File: src/rtl/arcade_input_pkg.sv
// Shared bit positions, ioctl index and the DB-to-joystick remap used by
// the arcade player-input front end.
package arcade_input_pkg;

    localparam int JB_RIGHT  = 0;
    localparam int JB_LEFT   = 1;
    localparam int JB_DOWN   = 2;
    localparam int JB_UP     = 3;
    localparam int JB_F1     = 4;
    localparam int JB_F2     = 5;
    localparam int JB_F3     = 6;
    localparam int JB_F4     = 7;
    localparam int JB_F5     = 8;
    localparam int JB_START1 = 9;
    localparam int JB_START2 = 10;
    localparam int JB_COIN   = 11;

    localparam logic [7:0] DIP_IOCTL_INDEX = 8'd254;

    // Odd DB ports wire their start buttons the other way round; db[10]&db[5] is a coin chord.
    function automatic logic [31:0] db_remap(input logic [11:0] db, input logic odd);
        logic [31:0] j;
        j                = '0;
        j[JB_F5:0]       = db[8:0];
        j[JB_START1]     = odd ? db[10] : db[9];
        j[JB_START2]     = odd ? db[9]  : db[10];
        j[JB_COIN]       = db[11] | (db[10] & db[5]);
        return j;
    endfunction

endpackage

File: src/rtl/arcade_input_autofire.sv
// Per-player autofire: masked buttons are gated by a phase that toggles every
// AF_RATE frames while any masked button is held.
module arcade_input_autofire
    import arcade_input_pkg::*;
#(
    parameter int AF_RATE = 4
) (
    input  logic        clk_sys,
    input  logic        reset_n,
    input  logic        frame_tick,
    input  logic [31:0] joy_raw,
    input  logic [31:0] af_mask,
    output logic [31:0] joy_af
);

    logic [3:0] af_cnt_d, af_cnt_q;
    logic       af_phase_d, af_phase_q;
    logic       held;

    // Idle state keeps phase high so a fresh press fires on the very first frame.
    always_comb begin
        held       = |(joy_raw & af_mask);
        af_cnt_d   = af_cnt_q;
        af_phase_d = af_phase_q;
        if (!held) begin
            af_cnt_d   = '0;
            af_phase_d = 1'b1;
        end else if (frame_tick) begin
            if (af_cnt_q == 4'(AF_RATE - 1)) begin
                af_cnt_d   = '0;
                af_phase_d = ~af_phase_q;
            end else begin
                af_cnt_d = af_cnt_q + 4'd1;
            end
        end
        joy_af = (joy_raw & ~af_mask) | (joy_raw & af_mask & {32{af_phase_q}});
    end

    always_ff @(posedge clk_sys) begin
        if (!reset_n) begin
            af_cnt_q   <= '0;
            af_phase_q <= 1'b1;
        end else begin
            af_cnt_q   <= af_cnt_d;
            af_phase_q <= af_phase_d;
        end
    end

endmodule

File: src/rtl/arcade_input_ctrl.sv
// Player input front end: DB/USB joystick merge, coin stretching, optional
// autofire (ARCADE_INPUT_AUTOFIRE_EN) and the ioctl-loaded DIP bank.
module arcade_input_ctrl
    import arcade_input_pkg::*;
#(
    parameter int PLAYERS   = 2,
    parameter int DIP_BYTES = 8,
    parameter int COIN_HOLD = 3,
    parameter int AF_RATE   = 4
) (
    input  logic                    clk_sys,
    input  logic                    reset_n,
    input  logic                    frame_tick,
    input  logic [PLAYERS*32-1:0]   joy_usb,
    input  logic [PLAYERS*16-1:0]   joy_db,
    input  logic [2:0]              db_players,
    input  logic [31:0]             af_mask,
    input  logic                    ioctl_wr,
    input  logic [7:0]              ioctl_index,
    input  logic [24:0]             ioctl_addr,
    input  logic [7:0]              ioctl_dout,
    output logic [PLAYERS*32-1:0]   joy_out,
    output logic [PLAYERS-1:0]      coin_out,
    output logic [DIP_BYTES*8-1:0]  dip
);

    logic [PLAYERS-1:0][31:0] s1_d, s1_q;
    logic [PLAYERS-1:0][31:0] af_out;
    logic [PLAYERS-1:0][31:0] joy_d, joy_q;
    logic [PLAYERS-1:0][3:0]  hold_cnt_d, hold_cnt_q;
    logic [PLAYERS-1:0]       coin_prev_d, coin_prev_q;
    logic [DIP_BYTES-1:0][7:0] dip_d, dip_q;
    logic [PLAYERS-1:0][3:0]  unused_db_hi;
    int                       db_eff;

    // DB sticks fill the first db_players slots, USB sticks fill the rest in order.
    always_comb begin
        db_eff = (int'(db_players) > PLAYERS) ? PLAYERS : int'(db_players);
        for (int p = 0; p < PLAYERS; p++) begin
            s1_d[p] = '0;
            if (p < db_eff) begin
                s1_d[p] = db_remap(joy_db[16*p +: 12], (p % 2) == 1);
            end else begin
                for (int u = 0; u < PLAYERS; u++) begin
                    if (u + db_eff == p) s1_d[p] = joy_usb[32*u +: 32];
                end
            end
        end
    end

`ifdef ARCADE_INPUT_AUTOFIRE_EN
    for (genvar p = 0; p < PLAYERS; p++) begin : g_af
        arcade_input_autofire #(
            .AF_RATE (AF_RATE)
        ) u_af (
            .clk_sys    (clk_sys),
            .reset_n    (reset_n),
            .frame_tick (frame_tick),
            .joy_raw    (s1_q[p]),
            .af_mask    (af_mask),
            .joy_af     (af_out[p])
        );
    end
`else
    logic unused_af_mask;
    assign unused_af_mask = ^af_mask;
    assign af_out         = s1_q;
`endif

    // A new press reloads the hold even on a frame strobe; countdown only runs once released.
    always_comb begin
        for (int p = 0; p < PLAYERS; p++) begin
            coin_prev_d[p] = s1_q[p][JB_COIN];
            hold_cnt_d[p]  = hold_cnt_q[p];
            if (s1_q[p][JB_COIN] && !coin_prev_q[p]) begin
                hold_cnt_d[p] = 4'(COIN_HOLD);
            end else if (frame_tick && !s1_q[p][JB_COIN] && hold_cnt_q[p] != 4'd0) begin
                hold_cnt_d[p] = hold_cnt_q[p] - 4'd1;
            end
            joy_d[p]          = af_out[p];
            joy_d[p][JB_COIN] = s1_q[p][JB_COIN] | (hold_cnt_d[p] != 4'd0);
        end
    end

    always_ff @(posedge clk_sys) begin
        if (!reset_n) begin
            s1_q        <= '0;
            coin_prev_q <= '0;
            hold_cnt_q  <= '0;
            joy_q       <= '0;
        end else begin
            s1_q        <= s1_d;
            coin_prev_q <= coin_prev_d;
            hold_cnt_q  <= hold_cnt_d;
            joy_q       <= joy_d;
        end
    end

    // The DIP bank deliberately ignores reset so an OSD reset keeps the loaded settings.
    always_comb begin
        dip_d = dip_q;
        if (ioctl_wr && ioctl_index == DIP_IOCTL_INDEX) begin
            for (int n = 0; n < DIP_BYTES; n++) begin
                if (ioctl_addr == 25'(n)) dip_d[n] = ioctl_dout;
            end
        end
    end

    always_ff @(posedge clk_sys) begin
        dip_q <= dip_d;
    end

    for (genvar p = 0; p < PLAYERS; p++) begin : g_out
        assign coin_out[p]     = joy_q[p][JB_COIN];
        assign unused_db_hi[p] = joy_db[16*p+12 +: 4];
    end

    assign joy_out = joy_q;
    assign dip     = dip_q;

endmodule

File: config.mk
export PLATFORM = sky130hd
export DESIGN_NAME = arcade_input_ctrl
export DESIGN_NICKNAME = d
export VERILOG_FILES = /design/src/rtl/arcade_input_pkg.sv /design/src/rtl/arcade_input_autofire.sv /design/src/rtl/arcade_input_ctrl.sv
export SDC_FILE = /design/constraint.sdc
export NUM_CORES = 1
export LEC_CHECK = 0
export CAP_MARGIN = 10
export CORE_MARGIN = 4
export CORE_UTILIZATION = 35
export DETAILED_ROUTE_END_ITERATION = 12
export PLACE_DENSITY = 0.7
export SETUP_SLACK_MARGIN = 0.4
export SYNTH_ARGS = -nofsm -noshare
export SYNTH_HDL_FRONTEND = slang
export SYNTH_SLANG_ARGS = --single-unit
File: constraint.sdc
create_clock -name clk_sys -period 3.37 [get_ports clk_sys]
set_input_delay 0.337 -clock clk_sys [delete_from_list [all_inputs] [get_ports clk_sys]]
set_output_delay 0.337 -clock clk_sys [all_outputs]
set_load 0.01 [all_outputs]
==> flow_summary_export.csv <==
group,metric,value,unit
clock_network,cts_made_buffers,21,
pwr,swShare,20.6,%
timing,setup_tns,0,ns
placement,place.gp.congestion,0.910,
logic_synthesis,synth_edf_count,64,
timing,slew_viol_final,0,
worst_setup_path,r2r-start,"hold_cnt_q[0]",
clock_network,clock_latency,0.48,ns
die,dieArea,0.0208,mm2
timing,maxSlewHeadroom,44.8,%
die,start_util,35.9,%
clock_network,cts_hold_buf,0,
pwr,seqPwrFrac,49.3,%
worst_setup_path,crit_fanout,8,
flow_run,maxCapViolations,0,
placement,placed_cell_area,0.00941,mm2
clock_network,cts_tree,"yes",
die,die_h,144,um
logic_synthesis,synth_sequential_area_ratio,72.0,%
logic_synthesis,yosys_most_used_dff,"dfxtp_1",
logic_synthesis,synth_area_leaders,"dfxtp_1 42%, edfxtp_1 30%, and2_1 8.0%, mux2i_1 5.1%, nor2_1 2.6%",
final_layout,nets,949,
clock_network,postCtsSetupBuffers,0,
timing,worst_slack,1.12,ns
detailed_routing,vias,4604,
final_layout,fill_cells,1471,
die,ios,306,
timing,fin_skew,0.00486,ns
logic_synthesis,netlist_area,0.00651,mm2
placement,hpwl,12200,um
final_layout,diodes,0,
logic_synthesis,ys_types,40,
clock_network,cts.path.max_buffers,3,
timing,fin_crit,2.25,ns
worst_setup_path,reg2reg_slack,1.65,ns
logic_synthesis,synth_warnings,0,
detailed_routing,drtIter0Drc,107,
clock_network,ctsResizeCount,0,
logic_synthesis,syn_avg_cell_area,13.1,um2
global_routing,grt_max_degree,61,
final_layout,area_delta_synth_final,55.0,%
timing,setup_violations,0,
detailed_routing,highest-signal-layer,"met4",
clock_network,clkSinkCount,202,
logic_synthesis,synth_area_leader_cell,"dfxtp_1",
final_layout,final_area,0.0101,mm2
placement,dp_slack,0.599,ns
clock_network,h-tree-depth,1,
logic_synthesis,synth_top_area_share,42.4,%
die,num_rows,49,
global_routing,grt_pass1_wl,23800,um
pwr,switchingPower,1.08,mW
global_routing,grt_util_all_layers,14.4,%
detailed_routing,met1_length,6450,um
timing,fmax,444,MHz
logic_synthesis,synth_seq_cells,202,
timing,tightest_slew,0.827,ns
placement,io_buffers,265,
detailed_routing,met2_length,7850,um
detailed_routing,wire_per_inst,15.6,um
timing,whs,0.211,ns
worst_setup_path,cp.required,3.48,ns
worst_hold_path,hp-class,"in -> reg",
status,status,"finished, final reports clean",
final_layout,drive_gt1_share,7.14,%
pwr,p_leak,3.83,nW
pwr,p_int,4.19,mW
worst_setup_path,critPathLaunchType,"primary input",
pwr,vdd_drop_max,286,uV
timing,rsz0062_at_grt,"no",
pwr,power.total,5.27,mW
worst_setup_path,crit_type,"in -> reg",
logic_synthesis,netlist_instances,498,
logic_synthesis,synth_nets,676,
worst_setup_path,cp-endpoint,"dip[52]",
global_routing,overflow,0,
worst_setup_path,crit_arrival,2.36,ns
pwr,clkPwrFrac,42.3,%
die,die_w,144,um
logic_synthesis,postSynth.asyncResetShare,0,%
detailed_routing,viasPerCell,4.54,
detailed_routing,antenna_left,0,
global_routing,antenna_found_initial,0,
timing,final_hold_viol_count,0,
pwr,combPwrFrac,8.4,%
worst_setup_path,end_kind,"register",
worst_setup_path,r2r_end,"coin_out[0]",
detailed_routing,drt_wl_total,15800,um
pwr,power_density,522,mW/mm2
worst_setup_path,startpoint,"ioctl_addr[3]",
detailed_routing,dr.pass1.iters,4,
detailed_routing,dr_wl_met3,1290,um
clock_network,path_clk_slew,0.06,ns
global_routing,grt_pass1_vias,4746,
detailed_routing,route.detailed.drc,0,
clock_network,cts-root-buf,"clkbuf_16",
die,core_area,0.0181,mm2
timing,fin_crit_sh,66.8,%
worst_setup_path,rr_worst_depth,6,
-- metal layers --
layer | up-vias | global-route usage [%]
met4 | 0 | 4.37
met2 | 213 | 25.4
li1 | 2238 | -
met5 | - | 0
met3 | 25 | 3.41
met1 | 2128 | 17.4
-- worst min-delay path by stage --
| stage | start | to | slack, ns | cells past startpoint |
|---|---|---|---|---|
| final | reset_n | joy_out[42] | 0.21 | 2 |
| after global routing | reset_n | joy_out[9] | 0.21 | 2 |
| after CTS | reset_n | joy_out[42] | 0.20 | 2 |
| after detailed placement | af_out[63] | joy_out[63] | 0.42 | 1 |
| after global placement | af_out[6] | joy_out[6] | 0.42 | 1 |
| after floorplan | af_out[0] | joy_out[0] | 0.41 | 1 |
-- layout by cell type (no fill, tap or decap), types with 2 or more instances in the layout --
cell | netlist | layout
a211oi_1 | 14 | 14
a21oi_1 | 16 | 16
a21oi_2 | 2 | 2
and2_1 | 83 | 83
buf_2 | 3 | 2
buf_4 | 2 | 9
bufinv_16 | 0 | 2
clkbuf_1 | 18 | 2
clkbuf_16 | 0 | 21
clkbuf_8 | 0 | 2
clkdlybuf4s50_1 | 0 | 263
clkinv_2 | 0 | 3
clkinvlp_4 | 0 | 3
dfxtp_1 | 138 | 138
edfxtp_1 | 64 | 64
ha_1 | 2 | 2
inv_1 | 6 | 6
mux2_2 | 2 | 2
mux2i_1 | 33 | 33
nand2_1 | 26 | 26
nand2b_1 | 6 | 6
nand4_1 | 2 | 2
nor2_1 | 45 | 45
nor3_1 | 3 | 3
nor3_2 | 2 | 2
nor4_1 | 3 | 3
o21ai_0 | 2 | 2
or3_1 | 4 | 4
or4_1 | 3 | 3
xnor2_1 | 3 | 3
-- power groups by stage --
| stage | Clock (mW) | Sequential [mW] | Combinational [mW] |
|---|---|---|---|
| 2_1_floorplan | 0 | 2.66 | 0.165 |
| 3_3_place_gp | 0 | 2.65 | 0.434 |
| 3_5_place_dp | 0 | 2.65 | 0.445 |
| 4_1_cts | 2.30 | 2.60 | 0.447 |
| 5_1_grt | 2.40 | 2.60 | 0.482 |
| 6_report | 2.23 | 2.60 | 0.443 |
-- final cells by class --
class / instances / area [um2] / area share, %
repair buffers: 274 / 2710 / 26.9
well taps: 229 / 287 / 2.84
clock inverters: 11 / 123 / 1.22
inverters: 6 / 22.5 / 0.223
multi-input cells: 266 / 1700 / 16.9
clock buffers: 25 / 561 / 5.56
flip-flops and latches: 202 / 4680 / 46.4
-- logic make-up (layout without fill, tap and decap cells) --
family                     count (synthesis)  after routing  synth area share (%)
muxes                                     35             35                  5.42
DFF                                      202            202                  72.0
adders and majority gates                  2              2                 0.384
and+or+nand+nor                          188            188                  16.1
AOI/OAI and AO/OA                         37             37                  3.69
buffers and inverters                     30            316                  1.90
xor gates and xnor gates                   4              4                 0.538
-- state kept, by name, summed over array words and instances, names as in the netlist --
name,flops
af_out,64
coin_out,2
coin_prev_q,2
dip,64
hold_cnt_q,8
joy_out,62
-- metrics by stage --
| stage | std cells | utilization, % |
|---|---|---|
| 3_3_place_gp | 977 | 51.8 |
| 2_1_floorplan | 498 | - |
| 4_1_cts | 1013 | 55.6 |
| 5_1_grt | 1013 | 55.6 |
| 6_report | 1013 | 55.6 |
| 3_5_place_dp | 977 | 51.8 |
-- Yosys cell counts (2+ instances only) --
library cell / number
clkbuf_1: 18
or3_1: 4
a21oi_2: 2
buf_2: 3
nand2_1: 26
edfxtp_1: 64
a211oi_1: 14
nand2b_1: 6
o21ai_0: 2
a21oi_1: 16
mux2i_1: 33
or4_1: 3
inv_1: 6
xnor2_1: 3
nor2_1: 45
nor4_1: 3
and2_1: 83
dfxtp_1: 138
mux2_2: 2
ha_1: 2
buf_4: 2
nor3_1: 3
nand4_1: 2
nor3_2: 2
-- critical path, cell delays in order --
cell and delay [ns]:
clkdlybuf4s50_1 0.40, or4b_4 0.54, nor4_4 0.35, nand3b_2 0.17
nor2_1 0.55
Note: power is estimated with default switching activity, not from simulation.
